File: src/rtl/arb_prims_2ph_if.sv
// rtl/arb_prims_2ph_if.sv - signal bundle for the 2-phase arbiter primitives
interface arb_prims_2ph_if;
  logic c_a;
  logic c_b;
  logic c_z;
  logic mx_r1;
  logic mx_r2;
  logic mx_g1;
  logic mx_g2;
  logic tg_in;
  logic tg_dot;
  logic tg_blank;

  modport master (
    output c_a, c_b, mx_r1, mx_r2, tg_in,
    input  c_z, mx_g1, mx_g2, tg_dot, tg_blank
  );

  modport slave (
    input  c_a, c_b, mx_r1, mx_r2, tg_in,
    output c_z, mx_g1, mx_g2, tg_dot, tg_blank
  );
endinterface

File: src/rtl/arb_prims_2ph.sv
// rtl/arb_prims_2ph.sv - clocked C-element, mutex and toggle primitives
module arb_prims_2ph (
  input  logic           clk,
  input  logic           rstn,
  arb_prims_2ph_if.slave bus
);

  // Grant bits are the state bits, so the grants come straight from flops
  // and the one-hot-or-zero encoding keeps both grants from ever being high.
  typedef enum logic [1:0] {
    MX_IDLE = 2'b00,
    MX_G1   = 2'b01,
    MX_G2   = 2'b10
  } mx_state_t;

  mx_state_t mx_state;
  mx_state_t mx_next;
  logic      last_g2;
  logic      last_g2_next;

  logic      c_z_q;
  logic      tg_in_q;
  logic      tg_phase;
  logic      tg_dot_q;
  logic      tg_blank_q;
  logic      tg_event;

  // C-element: follow the inputs only when they agree.
  always_ff @(posedge clk or negedge rstn) begin
    if (!rstn) begin
      c_z_q <= 1'b0;
    end else if (bus.c_a == bus.c_b) begin
      c_z_q <= bus.c_a;
    end
  end

  always_ff @(posedge clk or negedge rstn) begin
    if (!rstn) begin
      mx_state <= MX_IDLE;
      last_g2  <= 1'b1;
    end else begin
      mx_state <= mx_next;
      last_g2  <= last_g2_next;
    end
  end

  always_comb begin
    mx_next      = mx_state;
    last_g2_next = last_g2;
    case (mx_state)
      MX_IDLE: begin
        // On a tie the side that did not win last time gets the grant.
        if (bus.mx_r1 && (!bus.mx_r2 || last_g2)) begin
          mx_next      = MX_G1;
          last_g2_next = 1'b0;
        end else if (bus.mx_r2) begin
          mx_next      = MX_G2;
          last_g2_next = 1'b1;
        end
      end
      MX_G1: begin
        if (!bus.mx_r1) begin
          mx_next = MX_IDLE;
        end
      end
      MX_G2: begin
        if (!bus.mx_r2) begin
          mx_next = MX_IDLE;
        end
      end
      default: begin
        mx_next = MX_IDLE;
      end
    endcase
  end

  // Toggle: each input transition alternately flips dot then blank.
  assign tg_event = bus.tg_in ^ tg_in_q;

  always_ff @(posedge clk or negedge rstn) begin
    if (!rstn) begin
      tg_in_q    <= 1'b0;
      tg_phase   <= 1'b0;
      tg_dot_q   <= 1'b0;
      tg_blank_q <= 1'b0;
    end else begin
      tg_in_q <= bus.tg_in;
      if (tg_event) begin
        tg_phase <= ~tg_phase;
        if (!tg_phase) begin
          tg_dot_q <= ~tg_dot_q;
        end else begin
          tg_blank_q <= ~tg_blank_q;
        end
      end
    end
  end

  assign bus.c_z      = c_z_q;
  assign bus.mx_g1    = mx_state[0];
  assign bus.mx_g2    = mx_state[1];
  assign bus.tg_dot   = tg_dot_q;
  assign bus.tg_blank = tg_blank_q;

endmodule

File: src/flat_wrapper.sv
// flat-port wrapper written by rule: the top's interface ports become plain ports
module arb_prims_2ph_flat 
  (clk, rstn, bus_c_a, bus_c_b, bus_mx_r1, bus_mx_r2, bus_tg_in, bus_c_z, bus_mx_g1, bus_mx_g2, bus_tg_dot, bus_tg_blank);
  arb_prims_2ph_if bus_i ();
  input  logic clk;
  input  logic rstn;
  input wire logic [$bits(bus_i.c_a)-1:0] bus_c_a;
  input wire logic [$bits(bus_i.c_b)-1:0] bus_c_b;
  input wire logic [$bits(bus_i.mx_r1)-1:0] bus_mx_r1;
  input wire logic [$bits(bus_i.mx_r2)-1:0] bus_mx_r2;
  input wire logic [$bits(bus_i.tg_in)-1:0] bus_tg_in;
  output wire logic [$bits(bus_i.c_z)-1:0] bus_c_z;
  output wire logic [$bits(bus_i.mx_g1)-1:0] bus_mx_g1;
  output wire logic [$bits(bus_i.mx_g2)-1:0] bus_mx_g2;
  output wire logic [$bits(bus_i.tg_dot)-1:0] bus_tg_dot;
  output wire logic [$bits(bus_i.tg_blank)-1:0] bus_tg_blank;
  assign bus_i.c_a = bus_c_a;
  assign bus_i.c_b = bus_c_b;
  assign bus_i.mx_r1 = bus_mx_r1;
  assign bus_i.mx_r2 = bus_mx_r2;
  assign bus_i.tg_in = bus_tg_in;
  assign bus_c_z = bus_i.c_z;
  assign bus_mx_g1 = bus_i.mx_g1;
  assign bus_mx_g2 = bus_i.mx_g2;
  assign bus_tg_dot = bus_i.tg_dot;
  assign bus_tg_blank = bus_i.tg_blank;
  arb_prims_2ph u_core (.clk(clk), .rstn(rstn), .bus(bus_i));
endmodule
File: config.mk
export PLATFORM = sky130hd
export DESIGN_NAME = arb_prims_2ph_flat
export DESIGN_NICKNAME = d
export VERILOG_FILES = /design/src/rtl/arb_prims_2ph_if.sv /design/src/rtl/arb_prims_2ph.sv /design/src/flat_wrapper.sv
export SDC_FILE = /design/constraint.sdc
export NUM_CORES = 1
export LEC_CHECK = 0
export BUFFER_PORTS_ARGS = -buffer_cell sky130_fd_sc_hd__buf_2
export CAP_MARGIN = 5
export CORE_AREA = 4 4 41 43
export DETAILED_ROUTE_END_ITERATION = 16
export DIE_AREA = 0 0 45 47
export SYNTH_ARGS = -nofsm -noshare
export SYNTH_HDL_FRONTEND = slang
export SYNTH_SLANG_ARGS = --single-unit
File: constraint.sdc
create_clock -name clk -period 1.2 [get_ports clk]
set_clock_uncertainty 0.1 [all_clocks]
set_input_delay 0.18 -clock clk [delete_from_list [all_inputs] [get_ports clk]]
set_output_delay 0.18 -clock clk [all_outputs]
set_load 0.02 [all_outputs]
==> qor.txt, run 1 <==
status -> finished clean
DRC viols -> 0
crit path cell chain -> buf_2
cells on worst reg2reg path -> 3
Final Hold Fails -> 0
Avg Cell Area, Syn -> 13.0 sq um
clk sinks -> 8
final WL -> 534 um
via count -> 222
crit path buf inv count -> 1
Die H -> 47 um
share of cells above drive strength 1 -> 37.5%
hold path start -> bus_mx_r1
Unique masters post-synth -> 11
max cap viols -> 0
largest net degree at the start of global routing -> 9
crit start category -> flop
CP Max Fanout -> 4
IO Pins -> 12
initial antenna violation count -> 0
HPWL after DPL -> 381 um
CP arrival -> 820 ps
RePlAce Congestion -> 0.643
GRT Residual Overflow -> 0
Crit Path Category -> flop to output pin
worst-margin pin slew -> 245 ps
Clk pin slew, worst setup/hold paths -> 60 ps
RSZ-0062 raised after global routing -> false
CP max-delay cell -> dfrtp_1
# rows -> 13
Port Buffer Count -> 11
drt first pass iters -> 4
Max Buffers Root-to-Sink -> 2
chip width -> 45 um
Seq/Total Area, Yosys -> 67.4%
FF-to-FF Start -> u_core.tg_in_q
Iteration-0 DRC Markers -> 4
initial core utilization -> 23.0%
Worst EP required -> 920 ps
flop2flop setup slack -> 130 ps
Gate Count Post-Synth -> 23
NumNets Final -> 48
number of CTS-inserted buffers -> 3
root buf cell -> clkbuf_4
setup violators final -> 0
CP Capture Type -> output pin
peak per-stage delay on the critical path -> 400 ps
Power Density -> 2210 mW/mm^2
Hold Crit Depth -> 2
#FFs+latches synth -> 8
Mapped Nets -> 30
via-per-instance ratio -> 4.04
total power draw -> 927 uW
Finished Core Util -> 32.2%
P&R area growth vs syn -> 40.2%
Slew Limit Headroom -> 83.5%
Leakage -> 0.198 nW
cell area after synthesis -> 299 sq um
Die Area -> 0.00212 sq mm
n_diodes -> 0
Final min period -> 1100 ps
antenna viol nets, final -> 0
vias in the first global route -> 235
r2r endpoint -> u_core.bus.tg_blank
Worst-Skew Late Latency -> 260 ps
critical path depth -> 1
htree depth -> 1
achievable frequency -> 910 MHz
Final Max Slew Viols -> 0
cell family with most CP delay -> flip-flops
number of synthesis warnings -> 0
WL/cell -> 9.71 um
Final Cycle Share -> 91.6%
hold path endpoint -> u_core.mx_state[1]
Fin Setup TNS -> 0 ps
Peak supply drop -> 0.780 mV
area of the core -> 0.00130 sq mm
gr usage total -> 6.39%
CTS tree -> built
postcts setup bufs -> 0
Hold Path Class -> input port to flop
first-pass GRT wire length -> 890 um
-- metal layers --
layer / global-route usage (%) / part of all wire, % / vias up
li1: - / - / 107
met1: 6.81 / 50 / 97
met2: 7.91 / 31 / 14
met3: 4.21 / 15 / 4
met4: 7.02 / 4.3 / 0
met5: 0 / 0 / -
-- cell type report --
cell class                 instances  area [sq um]
sequential                         8           201
clock buffer                       4          26.3
tap                               15          18.8
timing repair buffer              13          75.1
inverter                           1          3.75
multi-input combinational         14          93.8
fill                             143           882
-- cells in the mapped netlist --
library cell	count	area, sq um
o21ai_0	1	5.00
xor2_1	1	8.76
dfrtp_1	7	175
dfstp_2	1	26.3
maj3_1	1	10.0
a31oi_1	1	6.26
o31ai_1	1	7.51
xnor2_1	3	26.3
inv_1	1	3.75
nand2b_1	3	18.8
nor2_1	3	11.3
-- kinds of logic (layout without fill, tap and decap cells) --
family | count (synthesis) | in the layout | synth area share, %
and+or+nand+nor | 6 | 6 | 10.0
DFF | 8 | 8 | 67.4
AOI/OAI and AO/OA | 3 | 3 | 6.28
buffers and inverters | 1 | 18 | 1.25
xor gates and xnor gates | 4 | 4 | 11.7
adders and majority gates | 1 | 1 | 3.35
-- stage by stage --
stage / hold WS [ps] / worst slack [ps] / cells / instance area [sq um]
6_report: 40.6 / 101 / 55 / 419
5_1_grt: 22.8 / 29.0 / 55 / 419
4_1_cts: 27.2 / 88.1 / 55 / 419
2_1_floorplan: -216 / 174 / 23 / 299
3_3_place_gp: -71.1 / 132 / 49 / 373
3_5_place_dp: -67.3 / 134 / 49 / 373
-- worst max-delay path by stage --
stage	end	from
6_report	bus_mx_g2	u_core.mx_state[1]
5_1_grt	u_core.bus.tg_blank	u_core.tg_in_q
4_1_cts	bus_mx_g2	u_core.mx_state[1]
3_5_place_dp	u_core.bus.tg_dot	u_core.tg_in_q
3_3_place_gp	u_core.bus.tg_dot	u_core.tg_in_q
2_1_floorplan	u_core.last_g2	u_core.mx_state[1]
-- repair_timing --
| action | in CTS | in global routing |
|---|---|---|
| gates resized for setup | 0 | 0 |
| hold buffers | 2 | 0 |
| endpoints found under the setup margin | 0 | 0 |
| endpoints found under the hold margin | 9 | 0 |
-- sequential cells by signal, summed over array words and instances (netlist names) --
name	cells
u_core.mx_state	2
u_core.bus.tg_blank	1
u_core.bus.c_z	1
u_core.tg_in_q	1
u_core.bus.tg_dot	1
u_core.last_g2	1
u_core.tg_phase	1
-- cells in the final DEF (no fill, tap or decap), drive strengths merged --
| cell | Yosys | layout |
|---|---|---|
| dlygate4sd3 | 0 | 2 |
| dfrtp | 7 | 7 |
| nor2 | 3 | 3 |
| nand2b | 3 | 3 |
| buf | 0 | 11 |
| clkbuf | 0 | 4 |
| inv | 1 | 1 |
| a31oi | 1 | 1 |
| o31ai | 1 | 1 |
| xor2 | 1 | 1 |
| xnor2 | 3 | 3 |
| o21ai | 1 | 1 |
| dfstp | 1 | 1 |
| maj3 | 1 | 1 |
-- report_power, final --
| group | total [mW] | internal [mW] | switching (mW) | leakage [nW] |
|---|---|---|---|---|
| sequential | 0.440 | 0.373 | 0.0669 | 0.0942 |
| clock | 0.226 | 0.128 | 0.0981 | 0.0150 |
| combinational | 0.261 | 0.117 | 0.144 | 0.0884 |
Note: power is estimated with default switching activity, not from simulation.
==> run 2, diff against run 1 <==
==> constraint.sdc (replaced) <==
create_clock -name clk -period 1.3 [get_ports clk]
set_clock_uncertainty 0.1 [all_clocks]
set_input_delay 0.195 -clock clk [delete_from_list [all_inputs] [get_ports clk]]
set_output_delay 0.195 -clock clk [all_outputs]
set_load 0.02 [all_outputs]
==> qor.txt, run 2 (same netlist as run 1, synthesis figures left out) <==
Final Cycle Share -> 95.1%
worst-margin pin slew -> 222 ps
Fin Setup TNS -> 0 ps
Worst EP required -> 1350 ps
RSZ-0062 raised after global routing -> false
Finished Core Util -> 32.8%
via-per-instance ratio -> 3.98
Die H -> 47 um
antenna viol nets, final -> 0
drt first pass iters -> 1
HPWL after DPL -> 415 um
Worst-Skew Late Latency -> 260 ps
Clk pin slew, worst setup/hold paths -> 60 ps
Peak supply drop -> 0.739 mV
max reg flops -> 2
area of the core -> 0.00130 sq mm
commonest cells after routing, fill and taps aside -> buf_2, dfrtp_1, nand2b_1, nor2_1, clkbuf_4
Layout fillers -> 144
Sw Ratio -> 33.7%
Final Max Slew Viols -> 0
NumNets Final -> 48
Final Hold Fails -> 0
commonest non-fill, non-tap cell in the layout -> buf_2
initial antenna violation count -> 0
Port Buffer Count -> 11
final hold slack -> 57.2 ps
FF-to-FF Start -> u_core.tg_in_q
cells on worst reg2reg path -> 3
CP Capture Type -> flop
number of CTS-inserted buffers -> 3
Placed Cells -> 49
hold path endpoint -> u_core.mx_state[1]
Slew Limit Headroom -> 85.1%
Hold Path Class -> input port to flop
max cap viols -> 0
Max Buffers Root-to-Sink -> 2
clk sinks -> 8
root buf cell -> clkbuf_4
via count -> 219
status -> finished clean
IO Pins -> 12
DRC viols -> 0
vias in the first global route -> 218
GRT Residual Overflow -> 0
achievable frequency -> 809 MHz
gr usage total -> 6.31%
Die Area -> 0.00212 sq mm
crit start category -> input port
chip width -> 45 um
first-pass GRT wire length -> 883 um
htree depth -> 1
hold path start -> bus_mx_r1
largest net degree at the start of global routing -> 9
WL/cell -> 10.8 um
initial core utilization -> 23.0%
register with the most flip-flops -> u_core.mx_state
P&R area growth vs syn -> 42.7%
power share of the combinational group -> 28.5%
flop2flop setup slack -> 270 ps
Sequential Power Share -> 47.7%
r2r endpoint -> u_core.bus.tg_dot
Final min period -> 1240 ps
Crit Path Category -> input port to flop
n_diodes -> 0
setup violators final -> 0
Iteration-0 DRC Markers -> 0
Power Density -> 2020 mW/mm^2
CP arrival -> 1280 ps
share of cells above drive strength 1 -> 40.0%
final WL -> 594 um
Leakage -> 0.203 nW
RePlAce Congestion -> 0.637
Sw Pwr -> 290 uW
# rows -> 13
Hold Crit Depth -> 2
PnR worst setup slack -> 64.0 ps
Internal Power -> 572 uW
CTS tree -> built
Placement Setup Slack -> 230 ps
Finished Layout Cells -> 55
CP Max Fanout -> 3
Clk pwr share -> 23.8%
==> run 2: cell counts in the layout (fill, tap and decap cells not counted) <==
No cell type changed its count.
==> run 2: power groups by stage <==
stage / Sequential [mW] / Clock, mW / Combinational, mW
after floorplan: 0.462 / 0 / 0.101
after global placement: 0.411 / 0 / 0.237
after detailed placement: 0.410 / 0 / 0.243
after CTS: 0.411 / 0.220 / 0.247
after global routing: 0.421 / 0.227 / 0.266
final: 0.412 / 0.205 / 0.246
==> run 2: worst max-delay path, cell delays in order <==
cell and delay, ps:
dlygate4sd3_1 530, buf_2 140, xnor2_2 140, nand2b_1 160, xnor2_1 120
==> run 2: area by class of cell <==
type                            count  area, sq um  area share, %
Tap cell                           15         18.8           4.40
Sequential cell                     8          201           47.2
Multi-Input combinational cell     14          101           23.8
Timing Repair Buffer               13         75.1           17.6
Inverter                            1         3.75          0.880
Clock buffer                        4         26.3           6.16
==> run 2: routing by layer <==
| metal | track usage [%] | vias to the layer above | wire length [um] |
|---|---|---|---|
| li1 | - | 109 | - |
| met2 | 8.47 | 14 | 243 |
| met4 | 1.75 | 0 | 6 |
| met5 | 0 | - | 0 |
| met3 | 6.13 | 2 | 83 |
| met1 | 7.04 | 94 | 261 |
==> run 2: timing repair <==
item / CTS / global route
buffers inserted: 0 / 0
endpoints found under the hold margin: 9 / 0
setup endpoints to repair: 0 / 2
hold buffers: 2 / 0
resized for setup: 0 / 1
==> run 2: worst max path at each step <==
| stage | end | depth (start not counted) | start | slack (ps) |
|---|---|---|---|---|
| 4_1_cts | u_core.bus.tg_dot | 5 | bus_tg_in | 20 |
| 3_3_place_gp | u_core.bus.tg_dot | 3 | u_core.tg_in_q | 260 |
| 5_1_grt | u_core.bus.tg_dot | 5 | bus_tg_in | 20 |
| 3_5_place_dp | u_core.bus.tg_blank | 3 | u_core.tg_in_q | 230 |
| 2_1_floorplan | u_core.last_g2 | 3 | u_core.mx_state[1] | 270 |
| 6_report | u_core.bus.tg_blank | 5 | bus_tg_in | 60 |
==> run 2: per-stage QoR <==
stage / total power [mW] / area, sq um
CTS: 0.877 / 419
global placement: 0.648 / 373
finish: 0.862 / 427
global route: 0.914 / 427
floorplan: 0.563 / 299
detailed placement: 0.652 / 373
